**src/rtl/encoder_pkg.sv**
```systemverilog
// Shared constants, FSM state type and frame field helper for the encoder poller.
package encoder_pkg;

  localparam int FRAME_W = 24;
  localparam int POS_W   = 19;
  localparam int POS_LSB = 3;
  localparam int POS_MSB = 21;

  typedef enum logic [1:0] {
    IDLE,
    ISSUE,
    WAIT,
    STORE
  } poll_state_t;

  // Position field of a raw encoder frame (status/CRC bits around it are discarded).
  function automatic logic [POS_W-1:0] frame_pos(input logic [FRAME_W-1:0] frame);
    return frame[POS_MSB:POS_LSB];
  endfunction

endpackage

```
**src/rtl/enc_period_timer.sv**
```systemverilog
// Free-running sweep period counter; tick marks the wrap cycle, enable low holds it at zero.
module enc_period_timer #(
  parameter int PERIOD_CYC = 50000
) (
  input  logic clk,
  input  logic rst_n,
  input  logic enable,
  output logic tick
);

  localparam int CNT_W = (PERIOD_CYC > 1) ? $clog2(PERIOD_CYC) : 1;

  logic [CNT_W-1:0] count;

  assign tick = enable && (count == CNT_W'(PERIOD_CYC - 1));

  // Count while enabled, restart from zero on wrap or when disabled.
  always_ff @(posedge clk or negedge rst_n) begin
    if (!rst_n) begin
      count <= '0;
    end else if (!enable || tick) begin
      count <= '0;
    end else begin
      count <= count + 1'b1;
    end
  end

endmodule

```
**src/rtl/encoder_poll_scheduler.sv**
```systemverilog
// Schedules periodic sweeps and on-demand reads of N_CH SPI encoders over one frame engine,
// keeping a per-channel position bank with valid and sticky timeout status.
module encoder_poll_scheduler
  import encoder_pkg::*;
#(
  parameter int N_CH        = 4,
  parameter int CH_W        = $clog2(N_CH),
  parameter int PERIOD_CYC  = 50000,
  parameter int TIMEOUT_CYC = 32768
) (
  input  logic                  clk,
  input  logic                  rst_n,
  input  logic                  enable,
  input  logic                  req_valid,
  input  logic [CH_W-1:0]       req_ch,
  output logic                  req_ready,
  output logic                  spi_start,
  output logic [CH_W-1:0]       spi_sel,
  input  logic                  spi_busy,
  input  logic                  spi_done,
  input  logic [FRAME_W-1:0]    spi_frame,
  output logic [N_CH*POS_W-1:0] pos_out,
  output logic [N_CH-1:0]       pos_valid,
  output logic                  upd_pulse,
  output logic [CH_W-1:0]       upd_ch,
  output logic [N_CH-1:0]       err_timeout,
  input  logic [N_CH-1:0]       err_clr,
  output logic                  overrun
);

  localparam int TO_W = $clog2(TIMEOUT_CYC + 1);

  poll_state_t      state, state_next;
  logic [CH_W-1:0]  sel;
  logic             from_req;      // current frame serves the request slot, not the sweep
  logic             slot_full;
  logic [CH_W-1:0]  slot_ch;
  logic [N_CH-1:0]  mask;
  logic [TO_W-1:0]  wait_cnt;
  logic [POS_W-1:0] pos_cap;
  logic             ovr;
  logic             tick;
  logic [CH_W-1:0]  win_ch;
  logic             work_pending;
  logic             timeout_hit;
  logic             consume;
  logic             req_in_range;

  enc_period_timer #(.PERIOD_CYC(PERIOD_CYC)) u_timer (
    .clk    (clk),
    .rst_n  (rst_n),
    .enable (enable),
    .tick   (tick)
  );

  assign req_ready    = !slot_full;
  assign req_in_range = ({1'b0, req_ch} < (CH_W + 1)'(N_CH));
  assign work_pending = slot_full || (|mask);
  assign timeout_hit  = (state == WAIT) && !spi_done && (wait_cnt == TO_W'(TIMEOUT_CYC - 1));
  assign consume      = (state == STORE) || timeout_hit;
  assign spi_sel      = sel;
  assign overrun      = ovr;

  // Winner: the request slot first, otherwise the lowest pending sweep channel.
  always_comb begin
    win_ch = '0;
    for (int i = N_CH - 1; i >= 0; i--) begin
      if (mask[i]) win_ch = CH_W'(i);
    end
    if (slot_full) win_ch = slot_ch;
  end

  // FSM state register.
  always_ff @(posedge clk or negedge rst_n) begin
    if (!rst_n) state <= IDLE;
    else        state <= state_next;
  end

  // FSM next state and frame-engine / update strobes.
  always_comb begin
    state_next = state;
    spi_start  = 1'b0;
    upd_pulse  = 1'b0;
    upd_ch     = '0;
    case (state)
      IDLE:  if (work_pending && !spi_busy) state_next = ISSUE;
      ISSUE: begin
        spi_start  = 1'b1;
        state_next = WAIT;
      end
      WAIT: begin
        if (spi_done)         state_next = STORE;
        else if (timeout_hit) state_next = IDLE;
      end
      STORE: begin
        upd_pulse  = 1'b1;
        upd_ch     = sel;
        state_next = IDLE;
      end
      default: state_next = IDLE;
    endcase
  end

  // Frame bookkeeping: channel latch, timeout counter, frame capture, work queue, overrun.
  always_ff @(posedge clk or negedge rst_n) begin
    if (!rst_n) begin
      sel       <= '0;
      from_req  <= 1'b0;
      wait_cnt  <= '0;
      pos_cap   <= '0;
      slot_full <= 1'b0;
      slot_ch   <= '0;
      mask      <= '0;
      ovr       <= 1'b0;
    end else begin
      if (state == IDLE && state_next == ISSUE) begin
        sel      <= win_ch;
        from_req <= slot_full;
      end
      if (state == ISSUE)     wait_cnt <= '0;
      else if (state == WAIT) wait_cnt <= wait_cnt + 1'b1;
      if (state == WAIT && spi_done) pos_cap <= frame_pos(spi_frame);
      // Out-of-range requests are accepted but never occupy the slot.
      if (req_valid && req_ready && req_in_range) begin
        slot_full <= 1'b1;
        slot_ch   <= req_ch;
      end
      if (consume && from_req) slot_full <= 1'b0;
      // A tick re-arms every channel; an unfinished sweep is merged, not queued.
      if (!enable)                  mask      <= '0;
      else if (tick)                mask      <= '1;
      else if (consume && !from_req) mask[sel] <= 1'b0;
      ovr <= tick && (|mask);
    end
  end

  for (genvar gi = 0; gi < N_CH; gi++) begin : g_ch
    logic [POS_W-1:0] pos_reg;
    logic             valid_reg;
    logic             err_reg;
    logic             hit;

    assign hit = (sel == CH_W'(gi));
    assign pos_out[gi*POS_W +: POS_W] = pos_reg;
    assign pos_valid[gi]   = valid_reg;
    assign err_timeout[gi] = err_reg;

    // Per-channel bank update; a timeout set beats a same-cycle clear.
    always_ff @(posedge clk or negedge rst_n) begin
      if (!rst_n) begin
        pos_reg   <= '0;
        valid_reg <= 1'b0;
        err_reg   <= 1'b0;
      end else begin
        if (state == STORE && hit) begin
          pos_reg   <= pos_cap;
          valid_reg <= 1'b1;
        end
        err_reg <= (err_reg && !err_clr[gi]) || (timeout_hit && hit);
      end
    end
  end

endmodule

```
**config.mk**
```make
export PLATFORM = sky130hd
export DESIGN_NAME = encoder_poll_scheduler
export DESIGN_NICKNAME = d
export VERILOG_FILES = /design/src/rtl/encoder_pkg.sv /design/src/rtl/enc_period_timer.sv /design/src/rtl/encoder_poll_scheduler.sv
export SDC_FILE = /design/constraint.sdc
export NUM_CORES = 1
export LEC_CHECK = 0
export ABC_CLOCK_PERIOD_IN_PS = 6100
export CAP_MARGIN = 5
export CORE_MARGIN = 5
export CORE_UTILIZATION = 30
export CTS_BUF_LIST = sky130_fd_sc_hd__clkbuf_16
export CTS_CLUSTER_SIZE = 30
export DETAILED_ROUTE_END_ITERATION = 7
export PLACE_DENSITY = 0.49
export SLEW_MARGIN = 5
export SYNTH_ARGS = -nofsm -noshare
export SYNTH_HDL_FRONTEND = slang
export SYNTH_HIERARCHICAL = 1
export SYNTH_SLANG_ARGS = --single-unit
export TNS_END_PERCENT = 30
```
**constraint.sdc**
```tcl
create_clock -name clk -period 6.1 [get_ports clk]
set_clock_uncertainty 0.15 [all_clocks]
set_input_delay 0.915 -clock clk [delete_from_list [all_inputs] [get_ports clk]]
set_output_delay 0.915 -clock clk [all_outputs]
set_load 0.01 [all_outputs]
```
**Word level (Yosys, flattened, before mapping)**

Cells that the tools add are included.

- Mux-type cells: 22
- $add $sub $neg: 2
- Shift-type cells: 0
- $lt $le $gt $ge: 2
- Multiply operators: 0
- Divide/modulo/power cells: 0
- Reductions and logical operators: 44
- Eq/ne operators: 10
- Bitwise gates (word level): 2

Operators with widths:

| cell | count |
|---|---|
| $mux W16 | 3 |
| $add A16 B1 Y16 const B | 2 |
| $logic_and A1 B1 Y1 | 23 |
| $mux W2 | 9 |
| $eq A16 B15 Y1 const B | 1 |
| $eq A16 B16 Y1 const B | 1 |
| $mux W4 | 3 |
| $logic_not A1 Y1 | 9 |
| $eq A2 B2 Y1 const B | 4 |
| $pmux W2 S4 | 1 |
| $logic_or A1 B1 Y1 | 7 |
| $eq A2 B1 Y1 const B | 3 |
| $mux W1 | 5 |
| $and A4 B4 Y4 | 1 |
| $logic_not A2 Y1 | 2 |
| $not A4 Y4 | 1 |
| $reduce_bool A2 Y1 | 2 |
| $reduce_or A4 Y1 | 1 |
| $lt A2 B3 Y1 const B | 1 |
| $ne A3 B1 Y1 const B | 1 |
| $demux W1 S2 | 1 |
| $ge A2 B1 Y1 const B | 1 |

- Memories kept: 0
- Latch bits: 0
- Output and inout bits: 92
- Memory bits (read-only): 0
- Flip-flop bits (word level): 148
- Word-level logic and storage cells: 104
- Memory bits (writable): 0
- Input port bits: 36

**Logic depth before layout (Yosys ltp)**

Gate-level depths: netlist of run 1.

- Depth in word-level cells: 9
- Mapped depth: 6

**By module**

Netlist of run 1, hierarchy kept.

By module, submodules not included:

| module | sequential area each (um^2) | instances | cells an instance | area an instance (um^2) |
|---|---|---|---|---|
| encoder_poll_scheduler | 3303.2 | 1 | 385 | 5352.6 |
| enc_period_timer | 400.4 | 1 | 82 | 812.0 |

**Least setup slack after synthesis of run 1**

No wires, ideal clock.

- Path type: flip-flop to flip-flop
- From: reg u_timer.count[7]
- To: reg mask[0]
- Cell stages (with the launch flop): 6
- Path slack: 3883 ps
- Data required time: 5862 ps
- Library setup time: 88 ps
- Path buffers: 0
- Period minus slack after synthesis: 2217 ps
- Arrival: 1978 ps
- Cell sequence: dfrtp_1 -> or4b_1 -> or4_4 -> nor2_1 -> nor2_1 -> a41oi_1

- Longest elaborated chain between the ends: 4

Ends and longest elaborated chain:

| item | line | source |
|---|---|---|
| from (decl) | enc_period_timer.sv:13 | `logic [CNT_W-1:0] count;` |
| from (signal assigned) | enc_period_timer.sv:24 | `count <= count + 1'b1;` |
| $eq A16 B16 Y1 (*) | enc_period_timer.sv:15 | `assign tick = enable && (count == CNT_W'(PERIOD_CYC - 1));` |
| $logic_and A1 B1 Y1 (*) | enc_period_timer.sv:15 |  |
| net tick | encoder_poll_scheduler.sv:42 | `logic tick;` |
| $mux W4 | encoder_poll_scheduler.sv:131 | `else if (tick) mask <= '1;` |
| $mux W4 | encoder_poll_scheduler.sv:130 | `if (!enable) mask <= '0;` |
| to (signal assigned) | encoder_poll_scheduler.sv:130 |  |
| to (signal assigned) | encoder_poll_scheduler.sv:131 |  |
| to (signal, indexed assignment) | encoder_poll_scheduler.sv:132 | `else if (consume && !from_req) mask[sel] <= 1'b0;` |
| to (decl) | encoder_poll_scheduler.sv:38 | `logic [N_CH-1:0] mask;` |

The timed path passes the listed nets; every way through them passes the cells marked *.
A chain may end at the register's enable or synchronous reset.

**Worst setup path after layout of run 1**

- From: reg state[1]
- To: out upd_ch[1]

- Longest elaborated chain between the ends: 2

Ends and longest elaborated chain:

| item | line | source |
|---|---|---|
| from (decl) | encoder_poll_scheduler.sv:33 | `poll_state_t state, state_next;` |
| from (signal assigned) | encoder_poll_scheduler.sv:76 | `else state <= state_next;` |
| $eq A2 B2 Y1 | encoder_poll_scheduler.sv:85 | `case (state)` |
| $mux W2 | encoder_poll_scheduler.sv:85 |  |
| to (decl) | encoder_poll_scheduler.sv:25 | `output logic [CH_W-1:0] upd_ch,` |

No other way between the ends.

==> results of run 1 <==
## metrics by stage
step / hold WS (ns) / instances / setup WS (ns) / util (%) / cell area, um^2
2_1_floorplan: 0.2859 / 467 / 3.883 / - / 6165
3_3_place_gp: 0.3008 / 844 / 3.415 / 37.74 / 7636
3_5_place_dp: 0.3038 / 844 / 3.412 / 37.74 / 7636
4_1_cts: 0.3217 / 876 / 2.958 / 40.42 / 8178
5_1_grt: 0.3381 / 876 / 2.864 / 40.42 / 8178
6_report: 0.3177 / 876 / 3.026 / 40.42 / 8178
## per-layer routing
layer | vias up | track usage [%] | share of wire [%]
li1 | 1894 | - | -
met4 | 0 | 4.584 | 1.4
met2 | 98 | 20.42 | 46
met1 | 2028 | 18.33 | 48
met5 | - | 0 | 0
met3 | 12 | 3.082 | 4.7
## power groups by stage
stage | combinational [uW] | sequential [uW] | clock, uW
finish | 1260 | 1580 | 959
global route | 1370 | 1630 | 1040
CTS | 1290 | 1590 | 991
detailed placement | 1290 | 1600 | 0
floorplan | 508 | 1640 | 0
global placement | 1260 | 1590 | 0
## final timing paths
kind,cells after the start,to
max,4,upd_ch[1]
min,1,g_ch[2].valid_reg
max reg2reg,5,mask[2]
min reg2reg,1,g_ch[2].valid_reg
max in group asynchronous,2,u_timer/count[15]
min in group asynchronous,1,g_ch[3].valid_reg
## layout by cell type (no fill, tap or decap), drive strengths merged, types with 7 or more instances in the layout
| cell type | instances |
|---|---|
| o21ai | 17 |
| mux2 | 98 |
| nand4 | 10 |
| nand3 | 12 |
| buf | 7 |
| xnor2 | 17 |
| a21oi | 9 |
| nor4 | 8 |
| clkinv | 8 |
| clkdlybuf4s50 | 121 |
| clkbuf | 17 |
| dfrtp | 148 |
| nand2 | 15 |
| nor2 | 35 |
| inv | 20 |
## worst max-delay path, cell delays in order, from the launching register on
cell and delay [ns]:
dfrtp_1 0.42, ha_1 0.24, inv_1 0.11, nor2_1 0.20, clkdlybuf4s50_1 0.62
## final cells by class
type / count / area [um^2]
clock buffer: 17 / 425.4
inverter: 18 / 67.56
timing repair buffer: 128 / 1267
multi-input combinational: 280 / 2260
sequential: 148 / 3704
clock inverter: 15 / 116.4
tap: 270 / 337.8
fill: 1917 / 12060
## kinds of logic (layout without fill, tap and decap cells)
kind of cell,after synthesis,after routing,share of synthesized area (%)
AOI/OAI and AO/OA,41,41,4.222
xor gates and xnor gates,20,20,2.842
adders and majority gates,6,6,1.218
buffers and inverters,39,178,3.349
DFF,148,148,60.08
muxes,101,101,18.39
and+or+nand+nor,112,112,9.905
==> results.yml, run 1 <==
routing:
  antenna_left: 0
  drt-pass1-iter-count: 5
  vias: 4032
  wire_per_inst_um: 17.08
  drt_drc_violations_left: 0
  wl_mm: 14.96
  viasPerCell: 4.603
  drt-initial-drc-count: 166
grt:
  grt_usage_pct: 13.22
  grt_pass1_wl_mm: 24.59
  grt_pass1_vias: 4292
  grt-ovfl-total: 0
  antenna_found_initial: 0
  grt_max_degree: 84
setup_path:
  end_kind: "output port"
  critical_path_class: "flip-flop to output port"
  reg2reg_slack_ns: 3.61
  crit_start: "state[1]"
  cp.arrival_ns: 2.01
  reg2reg_from: "u_timer/count[7]"
  required_ns: 5.03
  crit_fanout: 6
  crit_path_start_kind: "flip-flop"
sta:
  max_freq_ghz: 0.3253
  worst_slew_pin_slew_ns: 0.8528
  rsz0062_at_grt: "false"
  period_needed_ns: 3.074
  final_max_slew_viol_count: 0
  fin_crit_sh_pct: 50.40
  finalSetupViolCount: 0
  maxSlewHeadroom_pct: 43.15
  fin_tns_setup_ns: 0
  finalHoldViolCount: 0
power_and_ir_drop:
  p_sw_share_pct: 31.08
  powerDensity_nw_per_um2: 464.5
  ir_drop_mv: 0.1856
  p_switching_uw: 1181
  power_frac_clock_pct: 25.3
  leakage_uw: 0.003506
  finalPower_uw: 3799
  p_comb_share_pct: 33.1
  seqPwrFrac_pct: 41.6
  p_int_uw: 2618
synthesis:
  mappedNetlistArea_um2: 6165
  synth.top_cells.by_count: "dfrtp_1 (148), mux2_1 (58), mux2_2 (40)"
  synth_seq_cells: 148
  synthTopCellsByArea: "dfrtp_1 (60%), mux2_1 (11%), mux2_2 (7.3%)"
  synth_most_common_cell: "dfrtp_1"
  synth-seq-area-share_pct: 60.08
  synth_warnings: 6
  syn_nets: 509
  ys.flop_type: "dfrtp_1"
  synthCells: 467
  synth-async-reset-ratio_pct: 100.0
  synth_top_area_share_pct: 60.08
  synth.distinct_cells: 54
  synth-edff-count: 0
  synth_area_leader_cell: "dfrtp_1"
  syn_area_per_cell_um2: 13.20
die:
  die_w_um: 153.4
  io_pins: 128
  start_util_pct: 30.47
  core_area_um2: 20230
  rows: 52
  chipHeight_um: 153.4
  die-area_um2: 23520
flow_run:
  cap_viol_max_count: 0
cells_and_area:
  num_antenna_cells: 0
  fin_nets: 635
  layout-drive-gt1-share_pct: 14.85
  area_growth_pct: 32.66
  largest_reg_flops: 76
clock_network:
  htreeDepth: 4
  clockBufferDepth: 2
  cts_tree: "yes"
  cts_resized: 0
  numCtsBuffers: 17
  postCtsSetupBuffers: 0
  path_clk_slew_ns: 0.06
  clock-sinks: 148
  clk_latency_ns: 0.41
  clockRootBuffer: "clkbuf_16"
  hold_buffers: 0
min_path:
  hp-class: "flip-flop to flip-flop"
  hp-start: "g_ch[2].valid_reg"
placement:
  place.gp.congestion: 0.8128
  io_buffers: 122
  dp_hpwl_mm: 10.22
outcome:
  status: "finished, final reports clean"
Power figures use the tool's default switching activity.
==> run 2: changes to the inputs <==
- ABC_CLOCK_PERIOD_IN_PS: 6100 -> 2500
- PLACE_DENSITY: 0.49 -> 0.5
- clock period: 6.1 -> 2.5 ns (I/O delays scaled with it)
==> run 2 against run 1 <==
Via count increased by 2.1%. Setup slack got worse by 2.9 ns. Sequential share of layout area is 0.89 points lower. Register-to-register slack worse by 3.4 ns. Design area increased by 2.1%. Sequential power increased by 140%. Total power grew to 2.5 times the previous value. Combinational power up 150%. Largest cell class unchanged. Largest power group unchanged. Highest routed layer unchanged.
==> results.yml, run 2 (same netlist as run 1, synthesis figures left out) <==
sta:
  finalHoldViolCount: 0
  finalSetupViolCount: 0
  finalHoldWorstSlack_ns: 0.3123
  final_max_slew_viol_count: 0
  fin_tns_setup_ns: 0
  worst_slew_pin_slew_ns: 0.5222
  fin_crit_sh_pct: 95.69
  period_needed_ns: 2.392
  rsz0062_at_grt: "false"
  max_freq_ghz: 0.4180
  maxSlewHeadroom_pct: 65.19
routing:
  wire_per_inst_um: 16.67
  drt-pass1-iter-count: 4
  viasPerCell: 4.663
  wl_mm: 14.72
  vias: 4117
  antenna_left: 0
  drt_drc_violations_left: 0
  drt-initial-drc-count: 116
power_and_ir_drop:
  powerDensity_nw_per_um2: 1139
  power_frac_clock_pct: 26.8
  p_int_uw: 6625
  p_comb_share_pct: 32.7
  p_sw_share_pct: 30.29
  leakage_uw: 0.003609
  ir_drop_mv: 0.4872
  seqPwrFrac_pct: 40.5
  p_switching_uw: 2879
grt:
  grt_pass1_vias: 4206
  grt-ovfl-total: 0
  grt_usage_pct: 12.65
  grt_pass1_wl_mm: 23.74
  antenna_found_initial: 0
  grt_max_degree: 53
setup_path:
  end_kind: "output port"
  rr_worst_depth: 5
  crit_fanout: 5
  worstReg2RegEnd: "mask[3]"
  critical_path_class: "flip-flop to output port"
  crit_path_start_kind: "flip-flop"
  reg2reg_slack_ns: 0.16
  cp.arrival_ns: 1.87
  required_ns: 1.98
  crit_start: "state[0]"
  crit_path_end: "upd_ch[0]"
  reg2reg_from: "u_timer/count[4]"
clock_network:
  clock-sinks: 148
  clockBufferDepth: 2
  clockRootBuffer: "clkbuf_16"
  clk_latency_ns: 0.41
  numCtsBuffers: 17
  path_clk_slew_ns: 0.06
  cts_tree: "yes"
  htreeDepth: 4
die:
  chipHeight_um: 153.4
  io_pins: 128
  start_util_pct: 30.47
  die_w_um: 153.4
  die-area_um2: 23520
  rows: 52
  core_area_um2: 20230
placement:
  io_buffers: 122
  place.gp.congestion: 0.7628
  dp_hpwl_mm: 10.18
  dp.cells: 851
  dpl_cell_area_um2: 7739
cells_and_area:
  stdcell_count: 883
  final-seq-area_um2: 3705
  largest_reg_flops: 76
  final_area_um2: 8346
  num_antenna_cells: 0
  layout-drive-gt1-share_pct: 16.80
  fillers: 1905
  final_cell_mix: "dfrtp_1 (147), clkdlybuf4s50_1 (120), mux2_1 (58)"
  fin_nets: 643
  area_growth_pct: 35.38
  multi_input_area_um2: 2267
  layout_commonest_cell: "dfrtp_1"
outcome:
  status: "finished, final reports clean"
flow_run:
  cap_viol_max_count: 0
min_path:
  hp-class: "flip-flop to flip-flop"
## run 2: cell count changes in the layout (fill, tap and decap cells not counted), moves of 2 or more
cell,previous run,this run
buf_12,0,4
buf_4,6,9
bufinv_16,1,3
clkinv_1,3,1
clkinv_2,3,5
clkinvlp_4,4,2
nor2_1,35,33
nor2_2,0,2
## run 2: what timing repair did
action,4_1_cts,5_1_grt
setup endpoints to repair,1,7
hold buffers,1,0
gates resized for setup,1,4
buffers inserted,0,0
cloned,0,0
endpoints found under the hold margin,48,0
## run 2: layout make-up
| cell class | count | share of cell area [%] |
|---|---|---|
| Sequential cell | 148 | 44.39 |
| Timing Repair Buffer | 136 | 16.57 |
| Clock buffer | 17 | 5.097 |
| Multi-Input combinational cell | 280 | 27.17 |
| Inverter | 18 | 0.8096 |
| Tap cell | 270 | 4.048 |
| Clock inverter | 14 | 1.919 |
## run 2: how the worst min path moves through the flow
stage               slack (ns)  cells past startpoint                end               from
floorplan                -0.07                      0           from_req              rst_n
global route              0.33                      1  g_ch[1].valid_reg  g_ch[1].valid_reg
CTS                       0.32                      1  g_ch[2].valid_reg  g_ch[2].valid_reg
global placement          0.22                      1         pos_cap[1]              rst_n
detailed placement        0.22                      1         pos_cap[1]              rst_n
finish                    0.31                      1  g_ch[3].valid_reg  g_ch[3].valid_reg
## run 2: per-stage QoR
stage / util [%] / worst slack (ns) / power [uW]
final: 41.24 / 0.1076 / 9504
after global routing: 41.24 / 0.002933 / 10060
after CTS: 41.20 / 0.03367 / 9652
after detailed placement: 38.25 / 0.06846 / 7064
after global placement: 38.25 / 0.1646 / 6976
after floorplan: - / 0.2835 / 5253
## run 2: power by group through the flow
stage	Combinational (uW)	Sequential (uW)	Clock [uW]
after detailed placement	3160	3900	0
after global routing	3370	3970	2720
final	3110	3850	2550
after CTS	3180	3860	2620
after global placement	3120	3860	0
after floorplan	1240	4010	0
## run 2: critical path, cell delays in order, from the launching register on
cell and delay [ns]:
dfrtp_1 0.42, ha_1 0.23, inv_1 0.11, nor2_1 0.13, clkdlybuf4s50_1 0.56
## run 2: layer usage
metal / share of wire, % / track usage [%] / vias to the layer above
met5: 0 / 0 / -
li1: - / - / 1918
met1: 47 / 16.79 / 2088
met3: 5.0 / 3.393 / 12
met4: 1.4 / 4.668 / 0
met2: 47 / 19.93 / 99
==> run 3: changes to the inputs <==
- ABC_CLOCK_PERIOD_IN_PS: 2500 -> unset
- SKIP_CTS_REPAIR_TIMING: unset -> 1
==> run 3 against run 2 <==
Count of clock-buffer cells in the layout unchanged. Critical endpoint unchanged. Flip-flop and latch count unchanged. First-iteration DRC count unchanged. Combinational power about the same. Critical path type unchanged. Register-to-register slack about the same. Cell count unchanged.
==> results.yml, run 3 (same netlist as run 1, synthesis figures left out) <==
cells_and_area:
  area_growth_pct: 35.38
  num_antenna_cells: 0
  fillers: 1905
  largest_reg_flops: 76
  utilization_pct: 41.24
  final_cell_mix: "dfrtp_1 (147), clkdlybuf4s50_1 (120), mux2_1 (58)"
  layout-drive-gt1-share_pct: 16.80
  fin_nets: 643
  stdcell_count: 883
  layout_commonest_cell: "dfrtp_1"
die:
  io_pins: 128
  die_w_um: 153.4
  rows: 52
  die-area_um2: 23520
  core_area_um2: 20230
  start_util_pct: 30.47
  chipHeight_um: 153.4
clock_network:
  clockRootBuffer: "clkbuf_16"
  path_clk_slew_ns: 0.06
  clock-sinks: 148
  numCtsBuffers: 17
  clockBufferDepth: 2
  htreeDepth: 4
  cts_tree: "yes"
  clk_latency_ns: 0.41
setup_path:
  worstReg2RegEnd: "mask[3]"
  crit_path_start_kind: "flip-flop"
  cp.arrival_ns: 1.87
  crit_fanout: 5
  critical_path_class: "flip-flop to output port"
  rr_worst_depth: 5
  reg2reg_from: "u_timer/count[4]"
  end_kind: "output port"
  required_ns: 1.98
  reg2reg_slack_ns: 0.16
sta:
  period_needed_ns: 2.392
  worst_slew_pin_slew_ns: 0.5222
  finalSetupViolCount: 0
  max_freq_ghz: 0.4180
  finalHoldViolCount: 0
  rsz0062_at_grt: "false"
  fin_tns_setup_ns: 0
  setup_ws_ns: 0.1076
  maxSlewHeadroom_pct: 65.19
  final_max_slew_viol_count: 0
  fin_crit_sh_pct: 95.69
  finalHoldWorstSlack_ns: 0.3123
grt:
  grt_pass1_wl_mm: 23.71
  grt-ovfl-total: 0
  grt_usage_pct: 12.64
  grt_max_degree: 53
  antenna_found_initial: 0
  grt_pass1_vias: 4196
placement:
  io_buffers: 122
  dp_hpwl_mm: 10.18
  post-place-ws_ns: 0.06846
  place.gp.congestion: 0.7628
  dp.cells: 851
power_and_ir_drop:
  p_comb_share_pct: 32.7
  p_sw_share_pct: 30.29
  seqPwrFrac_pct: 40.5
  powerDensity_nw_per_um2: 1139
  p_int_uw: 6625
  p_switching_uw: 2879
  leakage_uw: 0.003609
  ir_drop_mv: 0.4872
  power_frac_clock_pct: 26.8
routing:
  viasPerCell: 4.663
  wire_per_inst_um: 16.67
  drt-initial-drc-count: 116
  antenna_left: 0
  drt_drc_violations_left: 0
  wl_mm: 14.72
  vias: 4117
  drt-pass1-iter-count: 4
min_path:
  whs_endpoint: "g_ch[3].valid_reg"
  hold_depth: 1
  hp-class: "flip-flop to flip-flop"
  hp-start: "g_ch[3].valid_reg"
outcome:
  status: "finished, final reports clean"
flow_run:
  cap_viol_max_count: 0
==> run 3: power by group through the flow <==
stage               sequential [uW]  combinational [uW]  clock (uW)
floorplan                      4010                1240           0
global placement               3860                3120           0
detailed placement             3900                3160           0
CTS                            3860                3170        2620
global route                   3970                3370        2720
finish                         3850                3110        2550
==> run 3: metrics by stage <==
step	instance area, um^2	total power, uW
finish	8346	9504
CTS	8324	9649
floorplan	6165	5253
global placement	7739	6976
detailed placement	7739	7064
global route	8346	10060
==> run 3: how the worst max path moves through the flow <==
stage	start	endpoint	slack, ns	cells past startpoint
after floorplan	u_timer/count[7]	mask[0]	0.28	5
after global placement	u_timer/count[4]	mask[3]	0.16	5
after detailed placement	u_timer/count[4]	mask[3]	0.07	5
after CTS	state[1]	upd_ch[1]	-0.03	4
after global routing	state[0]	upd_ch[0]	0.003	4
final	state[0]	upd_ch[0]	0.11	4
==> run 3: worst max-delay path, cell delays in order, from the launching register on <==
cell and delay, ns:
dfrtp_1 0.42, ha_1 0.23, inv_1 0.11, nor2_1 0.13
clkdlybuf4s50_1 0.56
==> run 3: cell type report <==
class	instances	area [um^2]	area share, %
inverters	18	67.56	0.8096
flip-flops and latches	148	3705	44.39
clock inverters	14	160.2	1.919
clock buffers	17	425.4	5.097
repair buffers	136	1383	16.57
multi-input cells	280	2267	27.17
well taps	270	337.8	4.048
==> run 3: layer usage <==
layer / global-route usage, % / share of wire, %
met1: 16.79 / 47
met2: 19.89 / 47
met3: 3.393 / 5.0
met4: 4.668 / 1.4
met5: 0 / 0
